$ cat src/rtl/bcd_seq_conv.sv
// bcd_seq_conv: sequential binary-to-BCD converter (shift-and-add-3, one bit per clock).
// Accepts unsigned or two's-complement input under a start/done handshake and
// produces packed BCD digits plus sign, overflow and leading-zero blanking flags.
module bcd_seq_conv #(
  parameter int BIN_WIDTH = 13,
  parameter int DIGITS    = 4
) (
  input  logic                  clk,
  input  logic                  rst_n,
  input  logic                  start,
  input  logic                  signed_mode,
  input  logic [BIN_WIDTH-1:0]  binary,
  output logic                  busy,
  output logic                  done,
  output logic [4*DIGITS-1:0]   bcd,
  output logic                  negative,
  output logic                  overflow,
  output logic [DIGITS-1:0]     blank
);

  localparam int CW = $clog2(BIN_WIDTH + 1);
  // Every digit blank except the units digit, so a cleared display still shows "0".
  localparam logic [DIGITS-1:0] BLANK_RST = ~DIGITS'(1);

  typedef enum logic [1:0] {
    IDLE,
    SHIFT,
    DONE
  } state_t;

  state_t                 state;
  logic [BIN_WIDTH-1:0]   shreg;
  logic [4*DIGITS-1:0]    digits;
  logic                   ovf_acc;
  logic                   neg_pend;
  logic [CW-1:0]          count;

  logic [BIN_WIDTH-1:0]   mag;
  logic                   is_neg;
  logic [4*DIGITS-1:0]    adj;
  logic [DIGITS-1:0]      blank_next;

  // Magnitude of the incoming value; the most negative input maps to 2^(W-1) as unsigned.
  always_comb begin
    is_neg = signed_mode & binary[BIN_WIDTH-1];
    mag    = is_neg ? ('0 - binary) : binary;
  end

  // Add-3 correction: any working digit of 5 or more becomes digit+3 before the shift.
  always_comb begin
    adj = '0;
    for (int d = 0; d < DIGITS; d++) begin
      if (digits[4*d +: 4] >= 4'd5)
        adj[4*d +: 4] = digits[4*d +: 4] + 4'd3;
      else
        adj[4*d +: 4] = digits[4*d +: 4];
    end
  end

  // Leading-zero blanking: digit d blanks when it and every higher digit are zero.
  always_comb begin
    logic all_zero;
    all_zero   = 1'b1;
    blank_next = '0;
    for (int d = DIGITS - 1; d >= 0; d--) begin
      all_zero      = all_zero & (digits[4*d +: 4] == 4'd0);
      blank_next[d] = all_zero;
    end
    blank_next[0] = 1'b0;
  end

  // Control FSM, working registers and registered outputs.
  always_ff @(posedge clk or negedge rst_n) begin
    if (!rst_n) begin
      state    <= IDLE;
      shreg    <= '0;
      digits   <= '0;
      ovf_acc  <= 1'b0;
      neg_pend <= 1'b0;
      count    <= '0;
      busy     <= 1'b0;
      done     <= 1'b0;
      bcd      <= '0;
      negative <= 1'b0;
      overflow <= 1'b0;
      blank    <= BLANK_RST;
    end else begin
      done <= 1'b0;
      unique case (state)
        IDLE: begin
          busy <= start;
          if (start) begin
            shreg    <= mag;
            neg_pend <= is_neg;
            digits   <= '0;
            ovf_acc  <= 1'b0;
            count    <= CW'(BIN_WIDTH);
            state    <= SHIFT;
          end
        end
        SHIFT: begin
          busy    <= 1'b1;
          digits  <= {adj[4*DIGITS-2:0], shreg[BIN_WIDTH-1]};
          ovf_acc <= ovf_acc | adj[4*DIGITS-1];
          shreg   <= {shreg[BIN_WIDTH-2:0], 1'b0};
          count   <= count - 1'b1;
          if (count == CW'(1))
            state <= DONE;
        end
        DONE: begin
          busy     <= 1'b1;
          bcd      <= digits;
          negative <= neg_pend;
          overflow <= ovf_acc;
          blank    <= blank_next;
          done     <= 1'b1;
          state    <= IDLE;
        end
        default: begin
          state <= IDLE;
        end
      endcase
    end
  end

endmodule

$ cat config.mk
export PLATFORM = sky130hd
export DESIGN_NAME = bcd_seq_conv
export DESIGN_NICKNAME = d
export VERILOG_FILES = /design/src/rtl/bcd_seq_conv.sv
export SDC_FILE = /design/constraint.sdc
export NUM_CORES = 1
export LEC_CHECK = 0
export ABC_AREA = 1
export CORE_ASPECT_RATIO = 0.6
export CORE_UTILIZATION = 55
export CTS_CLUSTER_DIAMETER = 120
export DETAILED_ROUTE_END_ITERATION = 8
export GPL_ROUTABILITY_DRIVEN = 0
export MAX_ROUTING_LAYER = met4
export PLACE_DENSITY_LB_ADDON = 0.12
export SYNTH_ARGS = -nofsm -noshare
export SYNTH_HDL_FRONTEND = slang
export SYNTH_SLANG_ARGS = --single-unit
$ cat constraint.sdc
create_clock -name clk -period 3.4 [get_ports clk]
set_input_delay 0.68 -clock clk [delete_from_list [all_inputs] [get_ports clk]]
set_output_delay 0.68 -clock clk [all_outputs]
set_load 0.02 [all_outputs]
# Word level (Yosys, flattened, before mapping)
# Cells that the tools add are included.
[op_classes] add_sub_neg=6 n_mul=0 div=0 magnitude_cmp=4 n_eq_ne=5 n_shift=0 mux=18 bitwise_logic=4 n_reduce_logical=10
[op_table] cell="$pmux W16 S2" count=1
[op_table] cell="$mux W13" count=2
[op_table] cell="$pmux W13 S2" count=1
[op_table] cell="$mux W4" count=5
[op_table] cell="$add A4 B2 Y4 const B" count=4
[op_table] cell="$ge A4 B3 Y1 const B" count=4
[op_table] cell="$mux W16" count=1
[op_table] cell="$sub A1 B13 Y13 const A" count=1
[op_table] cell="$logic_not A4 Y1" count=3
[op_table] cell="$pmux W4 S2" count=1
[op_table] cell="$reduce_and A2 Y1" count=3
[op_table] cell="$eq A4 B1 Y1 const B" count=1
[op_table] cell="$mux W2" count=2
[op_table] cell="$ne A2 B2 Y1 const B" count=2
[op_table] cell="$pmux W1 S2" count=2
[op_table] cell="$pmux W2 S2" count=1
[op_table] cell="$reduce_bool A2 Y1" count=2
[op_table] cell="$sub A4 B1 Y4 const B" count=1
[op_table] cell="$and A1 B1 Y1" count=3
[op_table] cell="$eq A2 B1 Y1 const B" count=1
[op_table] cell="$eq A2 B2 Y1 const B" count=1
[op_table] cell="$logic_not A2 Y1" count=1
[op_table] cell="$mux W1" count=2
[op_table] cell="$reduce_or A2 Y1" count=1
[op_table] cell="$or A1 B1 Y1" count=1
[totals] regBits=60 latch_bits=0 ramBits=0 mem_bits_ro=0 in_bits=17 out_inout_bits=24 mem_count=0

# Depth between registers and ports, before layout
# Gate-level depths: netlist (run 1).
[logic_depth] word_depth=4 mapped_depth=9 ltp_nobuf=9

# Worst setup path before layout (run 1)
# Ideal clock, no wire load.
[synth_timing] kind="in2reg" start="input binary[1]" end="register shreg[11]" setup_time_ns=0.117 arrival_ns=1.454 required_ns=3.283 setup_slack_ns=1.830 stages=8 cell_sequence="nor2_1 > nand2_1 > o21bai_1 > nand3_1 > nand2_1 > nand3_1 > nand2_1 > nand2_1"
[synth_between] elab_chain_len=4
[synth_rtl] element="from (decl)" line_no="12" rtl="input logic [BIN_WIDTH-1:0] binary,"
[synth_rtl] element="$sub A1 B13 Y13" line_no="46" rtl="mag = is_neg ? ('0 - binary) : binary;"
[synth_rtl] element="$mux W13" line_no="46"
[synth_rtl] element="$mux W13" line_no="92" rtl="if (start) begin"
[synth_rtl] element="$pmux W13 S2" line_no="89" rtl="unique case (state)"
[synth_rtl] element="to (signal assigned)" line_no="93" rtl="shreg <= mag;"
[synth_rtl] element="to (signal assigned)" line_no="105" rtl="shreg <= {shreg[BIN_WIDTH-2:0], 1'b0};"
[synth_rtl] element="to (decl)" line_no="32" rtl="logic [BIN_WIDTH-1:0] shreg;"
# Every way passes these cells. The select of a mux whose other input is x is not followed.
# A chain may end at the register's enable or synchronous reset.

# Final worst setup path (run 1)
[layout_timing] start="register blank[3]" end="output blank[3]"
[layout_rtl] element="from (decl)" line_no="18" rtl="output logic [DIGITS-1:0] blank"
[layout_rtl] element="from (signal assigned)" line_no="115" rtl="blank <= blank_next;"
# No word-level cell between the ends.

==> results of run 1 <==
## cells in the final DEF, fill, tap and decap left out, drive strengths merged, types with 2 or more instances in the layout
cell type      Yosys  layout
nand3             23      23
dfrtp             57      57
dfstp              3       3
or2                2       2
xor2               4       4
o211ai             2       2
nand2             81      81
ha                19      19
o22ai              6       6
buf                6       5
inv               47      47
o21ai             61      61
nor2              30      30
clkbuf             6      12
nand4              6       6
nor3               2       2
clkinv             1       3
a21oi             25      25
clkdlybuf4s50      0      38
## worst min-delay path, stage by stage (launching register included)
cell and delay [ns]:
dfstp_2 0.37, nand2_1 0.06, nand2_1 0.05
## power groups by stage
stage                     Clock [mW]  Combinational (mW)  Sequential [mW]
after global routing           0.687                1.53             1.14
after CTS                      0.659                1.36             1.12
after floorplan                    0               0.844             1.20
final                          0.642                1.34             1.12
after detailed placement           0                1.35             1.12
after global placement             0                1.32             1.12
## through the flow
stage	hold slack (ns)	area [um2]	worst slack, ns	utilization
after floorplan	0.384	3140	1.83	-
after global placement	0.459	3600	1.12	0.681
after detailed placement	0.460	3600	1.04	0.681
after CTS	0.472	3800	1.23	0.719
after global routing	0.485	3800	1.11	0.719
final	0.469	3800	1.26	0.719
## state kept, by name, summed over array words and instances, names as in the netlist
register / count
shreg: 13
busy: 1
blank: 3
negative: 1
state: 2
ovf_acc: 1
done: 1
digits: 16
bcd: 16
overflow: 1
neg_pend: 1
count: 4
## cells by family (layout without fill, tap and decap cells)
family | count (synthesis) | in the layout | share of synthesized area
AND/OR/NAND/NOR | 145 | 145 | 0.191
AO/OA/AOI/OAI | 97 | 97 | 0.167
flip-flops | 60 | 60 | 0.479
buffers and inverters | 60 | 107 | 0.0749
adder cells (fa/ha/maj) | 19 | 19 | 0.0757
XOR/XNOR | 4 | 4 | 0.0112
other | 1 | 1 | 0.00119
## layout make-up
cell class                      count  area [um2]
Clock inverter                      4        47.5
Tap cell                           77        96.3
Timing Repair Buffer               43         415
Clock buffer                       12         155
Inverter                           48         180
Multi-Input combinational cell    266        1400
Fill cell                         399        1480
Sequential cell                    60        1510
## layer usage
metal  part of all wire  vias up  track usage
met5                  0        -            -
met4             0.0048        0       0.0504
met3              0.066        5       0.0795
met2               0.41       78        0.346
met1               0.52     1223        0.348
li1                   -     1356            -
## final timing paths
path / start / end / slack (ns)
min in group asynchronous: rst_n / state[0]$_DFFE_PN0P_ / 0.48
max in group asynchronous: rst_n / bcd[1]$_DFFE_PN0P_ / 2.43
setup / recovery: blank[3]$_DFFE_PN1P_ / blank[3] / 1.26
hold / removal: blank[2]$_DFFE_PN1P_ / blank[2]$_DFFE_PN1P_ / 0.47
hold reg to reg: blank[2]$_DFFE_PN1P_ / blank[2]$_DFFE_PN1P_ / 0.47
setup reg to reg: state[1]$_DFFE_PN0P_ / shreg[5]$_DFFE_PN0P_ / 1.31
==> results_dict.tcl, run 1 <==
set metrics [dict create \
    outcome "complete, no violations" \
    grt_usage 0.246 \
    first_iter_violations 207 \
    ys_types 27 \
    syn_inst 386 \
    synthesis.nets 422 \
    p_sw_frac 0.404 \
    crit_chain "clkdlybuf4s50_1" \
    cp_data_required_time_ns 2.72 \
    clockBufferDepth 2 \
    yosys_most_used_dff "dfrtp_1" \
    synth_top_cell_by_area "dfrtp_1" \
    wirelength_um 6390 \
    hold_class "reg -> reg" \
    post_cts_buffers 0 \
    p_clk_frac 0.207 \
    clock_latency_ns 0.34 \
    num_rows 20 \
    synthTopCellsByCount "nand2_1, o21ai_0, dfrtp_1" \
    drcViolationCount 0 \
    hold_viol 0 \
    path_clk_slew_ns 0.06 \
    ctsHoldBuffers 0 \
    rr_worst_depth 9 \
    totalPowerFinal_mw 3.10 \
    post-place-cells 494 \
    synth_enable_flop_cells 0 \
    cts_resized 0 \
    final_cells 510 \
    cts_sinks 60 \
    viasPerCell 5.22 \
    die_h_um 60.5 \
    crit_path_max_fanout 2 \
    cp_slowest_stage_delay_ns 0.59 \
    synth.most_common_cell "nand2_1" \
    tns_ns 0 \
    worst_slew_pin_slew_ns 0.732 \
    yosysSeqAreaShare 0.479 \
    die-area_mm2 0.00602 \
    layout-drive-gt1-share 0.0670 \
    wl_per_cell_um 12.5 \
    maxSlewViolCount 0 \
    grt_pass1_vias 2320 \
    power_frac_comb 0.433 \
    crit_type "reg -> out" \
    vdd_drop_max_v 0.000412 \
    synth_top_area_share 0.454 \
    fmax_mhz 467 \
    crit_path_start_kind "flop" \
    synthArstFlopShare 1.00 \
    crit_family "buffers and inverters" \
    io_buffers 39 \
    path_depth 1 \
    area_growth_pct 21.0 \
    p_per_area_mw_per_mm2 817 \
    critPathBufInv 1 \
    ys_ff_latch 60 \
    worstSetupEndpointType "output port" \
    via_count 2662 \
    hpwlAfterDp_um 4650 \
    cts_tree "yes" \
    synth.avg_cell_area_um2 8.13 \
    root_buffer "clkbuf_8" \
    antenna_found_initial 0 \
    cts_buffers 9 \
    crit_path_top_delay_cell "clkdlybuf4s50_1" \
    core_mm2 0.00528 \
    cap_violations 0 \
    rsz0062_at_grt "no" \
    finalClockSkew_ns 0.00843 \
    die_w_um 99.5 \
    cts_max_level 3 \
    diodes 0 \
    grt_max_degree 61 \
    finalCritPeriodShare 0.629 \
    p_leak_nw 1.81 \
    synth_warnings 0 \
    max_slew_margin 0.512 \
    finalSetupViolCount 0 \
    initial_core_util 0.595 \
    grt-ovfl-total 0 \
    layout.nets 464 \
    ant_nets 0 \
    drtPass1Iterations 4 \
    p_seq_frac 0.360 \
    synth.area.top_cells "dfrtp_1, nand2_1, o21ai_0, ha_1, inv_1" \
    holdPathStages 2 \
    synth_area_mm2 0.00314 \
    grt_pass1_wl_um 10900 \
    power.switching_mw 1.25 \
    ios 41 \
    internal_power_mw 1.85 \
    crit_arrival_ns 1.46 \
    period_minus_slack_ns 2.14 \
]
Note: power is estimated with default switching activity, not from simulation.
==> run 2, diff against run 1 <==
==> constraint.sdc (replaced) <==
create_clock -name clk -period 2.1 [get_ports clk]
set_input_delay 0.42 -clock clk [delete_from_list [all_inputs] [get_ports clk]]
set_output_delay 0.42 -clock clk [all_outputs]
set_load 0.02 [all_outputs]
==> run 2 against run 1 <==
Non-clock buffer count increased by 4. First-iteration DRC count shrank 29%. Worst hold slack got worse by 0.41 ns. Sequential power grew 61%. Critical path type unchanged. Critical endpoint is now blank[2]. Highest routed layer unchanged. Critical path depth is the same. Clock-buffer cell count down 2.
==> results_dict.tcl, run 2 (synthesized netlist as in run 1, its figures left out) <==
set metrics [dict create \
    antenna_found_initial 0 \
    grt_usage 0.260 \
    layout_common_cells "nand2_1, o21ai_0, dfrtp_1, inv_1, clkdlybuf4s50_1" \
    die_h_um 60.5 \
    path_clk_slew_ns 0.07 \
    cts_max_level 3 \
    initial_core_util 0.595 \
    detailedPlace.worstSlack_ns 0.0851 \
    crit_arrival_ns 1.45 \
    crit_type "reg -> out" \
    hold_viol 0 \
    outcome "complete, no violations" \
    crit_path_max_fanout 2 \
    worst_slew_pin_slew_ns 0.564 \
    ios 41 \
    post-route-cell-area_mm2 0.00387 \
    layout.nets 468 \
    p_seq_frac 0.342 \
    max_slew_margin 0.620 \
    drtPass1Iterations 4 \
    grt_pass1_vias 2362 \
    core_mm2 0.00528 \
    cts_buffers 9 \
    finalClockSkew_ns 0.00822 \
    rsz0062_at_grt "no" \
    cp_slowest_stage_delay_ns 0.59 \
    fillers 401 \
    register_area_mm2 0.00151 \
    reg.largest.list "bcd x16, digits x16, shreg x13" \
    cap_violations 0 \
    layout-drive-gt1-share 0.0778 \
    vdd_drop_max_v 0.000862 \
    p_leak_nw 1.85 \
    crit_path_start_kind "flop" \
    final_common_cell "nand2_1" \
    p_sw_frac 0.398 \
    first_iter_violations 147 \
    via_count 2672 \
    viasPerCell 5.20 \
    hpwlAfterDp_um 4890 \
    num_rows 20 \
    setup_ws_ns 0.229 \
    cts_tree "yes" \
    cp_data_required_time_ns 1.68 \
    clockBufferDepth 2 \
    diodes 0 \
    die_w_um 99.5 \
    grt-ovfl-total 0 \
    wirelength_um 6750 \
    worstSetupEndpointType "output port" \
    die-area_mm2 0.00602 \
    finalSetupViolCount 0 \
    grt_pass1_wl_um 11400 \
    clock_latency_ns 0.33 \
    maxSlewViolCount 0 \
    ctsHoldBuffers 0 \
    hold_class "in -> async" \
    cts_sinks 60 \
    tns_ns 0 \
    grt_max_degree 40 \
    p_per_area_mw_per_mm2 1360 \
    multi_input_area_mm2 0.00140 \
    fmax_mhz 534 \
    p_clk_frac 0.220 \
    power.switching_mw 2.09 \
    placement.cell_area_mm2 0.00365 \
    wl_per_cell_um 13.1 \
    crit_family "buffers and inverters" \
    drcViolationCount 0 \
    root_buffer "clkbuf_8" \
    post_cts_buffers 0 \
    cts_resized 0 \
    crit_chain "clkdlybuf4s50_1" \
    finalCritPeriodShare 0.891 \
    critPathBufInv 1 \
    ant_nets 0 \
    area_growth_pct 23.4 \
    io_buffers 39 \
    internal_power_mw 3.16 \
    period_minus_slack_ns 1.87 \
    power_frac_comb 0.438 \
    crit_path_top_delay_cell "clkdlybuf4s50_1" \
]
==> run 2: changes by cell type in the layout (fill, tap and decap cells not counted), sizes merged <==
cell    previous run  this run
inv               47        48
bufinv             1         2
clkbuf            12        10
buf                5         9
==> run 2: power groups by stage <==
stage          sequential (mW)  clock [mW]  combinational [mW]
2_1_floorplan             1.94           0                1.37
3_3_place_gp              1.81           0                2.22
3_5_place_dp              1.81           0                2.29
4_1_cts                   1.80        1.17                2.31
5_1_grt                   1.85        1.23                2.63
6_report                  1.80        1.16                2.30
==> run 2: final cells by class <==
type / count / share of cell area
inverter: 48 / 0.0465
timing repair buffer: 47 / 0.121
sequential: 60 / 0.388
multi-input combinational: 266 / 0.361
clock buffer: 10 / 0.0355
tap: 77 / 0.0249
clock inverter: 6 / 0.0223
==> run 2: per-stage QoR <==
stage / hold WS [ns] / power (mW) / std cells / util
global route: 0.0842 / 5.71 / 514 / 0.734
finish: 0.0621 / 5.26 / 514 / 0.734
detailed placement: 0.428 / 4.10 / 498 / 0.691
global placement: 0.422 / 4.03 / 498 / 0.691
floorplan: 0.124 / 3.31 / 386 / -
CTS: 0.0712 / 5.28 / 514 / 0.734
==> run 2: path summary, 6_finish.rpt <==
kind | startpoint | endpoint | slack, ns | cells after the start
min in group clk | negative$_DFFE_PN0P_ | negative$_DFFE_PN0P_ | 0.47 | 2
max reg2reg | state[1]$_DFFE_PN0P_ | shreg[4]$_DFFE_PN0P_ | 0.24 | 8
max | blank[2]$_DFFE_PN1P_ | blank[2] | 0.23 | 1
min | rst_n | busy$_DFFE_PN0P_ | 0.06 | 1
max in group asynchronous | rst_n | bcd[1]$_DFFE_PN0P_ | 1.45 | 2
min reg2reg | negative$_DFFE_PN0P_ | negative$_DFFE_PN0P_ | 0.47 | 2
==> run 2: layer usage <==
layer	part of all wire	wire length, um	vias to the layer above	GRT usage
li1	-	-	1361	-
met1	0.53	3590	1243	0.372
met2	0.41	2790	63	0.365
met3	0.051	344	5	0.0691
met4	0.0041	28	0	0.0672
met5	0	0	-	-
==> run 3, diff against run 2 <==
--- a/config.mk
+++ b/config.mk
@@ -7,12 +7,14 @@
 export LEC_CHECK = 0
 export ABC_AREA = 1
 export CORE_ASPECT_RATIO = 0.6
+export CORE_MARGIN = 3
 export CORE_UTILIZATION = 55
-export CTS_CLUSTER_DIAMETER = 120
+export CTS_CLUSTER_DIAMETER = 60
 export DETAILED_ROUTE_END_ITERATION = 8
 export GPL_ROUTABILITY_DRIVEN = 0
 export MAX_ROUTING_LAYER = met4
 export PLACE_DENSITY_LB_ADDON = 0.12
+export SLEW_MARGIN = 20
 export SYNTH_ARGS = -nofsm -noshare
 export SYNTH_HDL_FRONTEND = slang
 export SYNTH_SLANG_ARGS = --single-unit
==> run 3 against run 2 <==
Via count increased by 1.3%. Sequential share of layout area grew 0.23 points. Cell area is 0.58% lower. Clock skew up 0.0016 ns. Cell count did not move. Clock power down 9%. Critical path type unchanged. Critical endpoint is now blank[3]. Largest cell class unchanged.
==> results_dict.tcl, run 3 (synthesized netlist as in run 1, its figures left out) <==
set metrics [dict create \
    cts_resized 0 \
    critPathBufInv 1 \
    cts_sinks 60 \
    cts_buffers 9 \
    worstSetupEndpointType "output port" \
    p_leak_nw 1.83 \
    wl_per_cell_um 14.0 \
    viasPerCell 5.27 \
    die_w_um 104 \
    path_depth 1 \
    die-area_mm2 0.00668 \
    post_cts_buffers 0 \
    layout_common_cells "nand2_1, o21ai_0, dfrtp_1, inv_1, clkdlybuf4s50_1" \
    finalSetupViolCount 0 \
    num_rows 20 \
    finalClockSkew_ns 0.00984 \
    post-place-cells 498 \
    grt_max_degree 41 \
    tns_ns 0 \
    layout.nets 468 \
    worst_slew_pin_slew_ns 0.628 \
    ios 41 \
    area_growth_pct 22.7 \
    initial_core_util 0.595 \
    cp_data_required_time_ns 1.68 \
    final_common_cell "nand2_1" \
    via_count 2707 \
    io_buffers 39 \
    outcome "complete, no violations" \
    cap_violations 0 \
    root_buffer "clkbuf_8" \
    path_clk_slew_ns 0.07 \
    p_per_area_mw_per_mm2 1350 \
    crit_path_start_kind "flop" \
    crit_arrival_ns 1.47 \
    die_h_um 64.5 \
    register_area_mm2 0.00151 \
    crit_path_top_delay_cell "clkdlybuf4s50_1" \
    ant_nets 0 \
    finalCritPeriodShare 0.901 \
    drtPass1Iterations 5 \
    clock_latency_ns 0.34 \
    final_cells 514 \
    grt_usage 0.251 \
    ctsHoldBuffers 0 \
    core_mm2 0.00528 \
    rr_worst_depth 8 \
    fillers 422 \
    layout-drive-gt1-share 0.0778 \
    grt_pass1_wl_um 12800 \
    grt_pass1_vias 2619 \
    drcViolationCount 0 \
    crit_path_max_fanout 2 \
    fmax_mhz 529 \
    ff2ff_setup_slack_ns 0.25 \
    crit_type "reg -> out" \
    antenna_found_initial 0 \
    cts_tree "yes" \
    first_iter_violations 212 \
    crit_family "buffers and inverters" \
    rsz0062_at_grt "no" \
    diodes 0 \
    cp_slowest_stage_delay_ns 0.60 \
    maxSlewViolCount 0 \
    max_slew_margin 0.577 \
    hold_viol 0 \
    hold_slack_ns 0.0335 \
    grt-ovfl-total 0 \
    period_minus_slack_ns 1.89 \
    hold_class "in -> async" \
    cts_max_level 3 \
    multi_input_area_mm2 0.00140 \
    reg.largest.list "bcd x16, digits x16, shreg x13" \
    rr_endpoint "shreg[3]$_DFFE_PN0P_" \
    hpwlAfterDp_um 5170 \
    wirelength_um 7180 \
    crit_chain "clkdlybuf4s50_1" \
    clockBufferDepth 2 \
    final_util 0.730 \
    regToRegStartpoint "state[0]$_DFFE_PN0P_" \
    vdd_drop_max_v 0.000780 \
]
## run 3: metrics by stage
| stage | area (um2) | power [mW] | worst slack, ns |
|---|---|---|---|
| final | 3850 | 5.21 | 0.208 |
| after global routing | 3850 | 5.67 | 0.0614 |
| after CTS | 3850 | 5.23 | 0.191 |
| after detailed placement | 3650 | 4.15 | 0.0775 |
| after global placement | 3650 | 4.04 | 0.163 |
| after floorplan | 3140 | 3.31 | 0.559 |
## run 3: how the worst max path moves through the flow
| stage | startpoint | to |
|---|---|---|
| after floorplan | state[1]$_DFFE_PN0P_ | shreg[12]$_DFFE_PN0P_ |
| after global placement | binary[12] | shreg[9]$_DFFE_PN0P_ |
| after detailed placement | signed_mode | shreg[11]$_DFFE_PN0P_ |
| after CTS | blank[3]$_DFFE_PN1P_ | blank[3] |
| after global routing | state[1]$_DFFE_PN0P_ | shreg[4]$_DFFE_PN0P_ |
| final | blank[3]$_DFFE_PN1P_ | blank[3] |
## run 3: area by class of cell
cell class / count / share of cell area
clock buffer: 10 / 0.0357
clock inverter: 6 / 0.0166
inverter: 48 / 0.0468
multi-input combinational: 266 / 0.363
sequential: 60 / 0.391
tap: 77 / 0.0250
timing repair buffer: 47 / 0.122
## run 3: layer usage
layer,part of all wire,track usage
met1,0.50,0.354
met2,0.43,0.361
met3,0.062,0.0647
met4,0.010,0.0730
met5,0,-
## run 3: power by group
group,switching (mW),internal (mW)
Sequential,0.237,1.58
Clock,0.473,0.577
Combinational,1.45,0.889
Total,2.16,3.04
## run 3: worst register-to-register path, delay by kind of cell (launching register included)
family,cells,cell delay (ns)
fa+ha+maj,1,0.28
compound gates,3,0.45
simple gates,2,0.25
buf+inv,2,0.37
flops,1,0.43
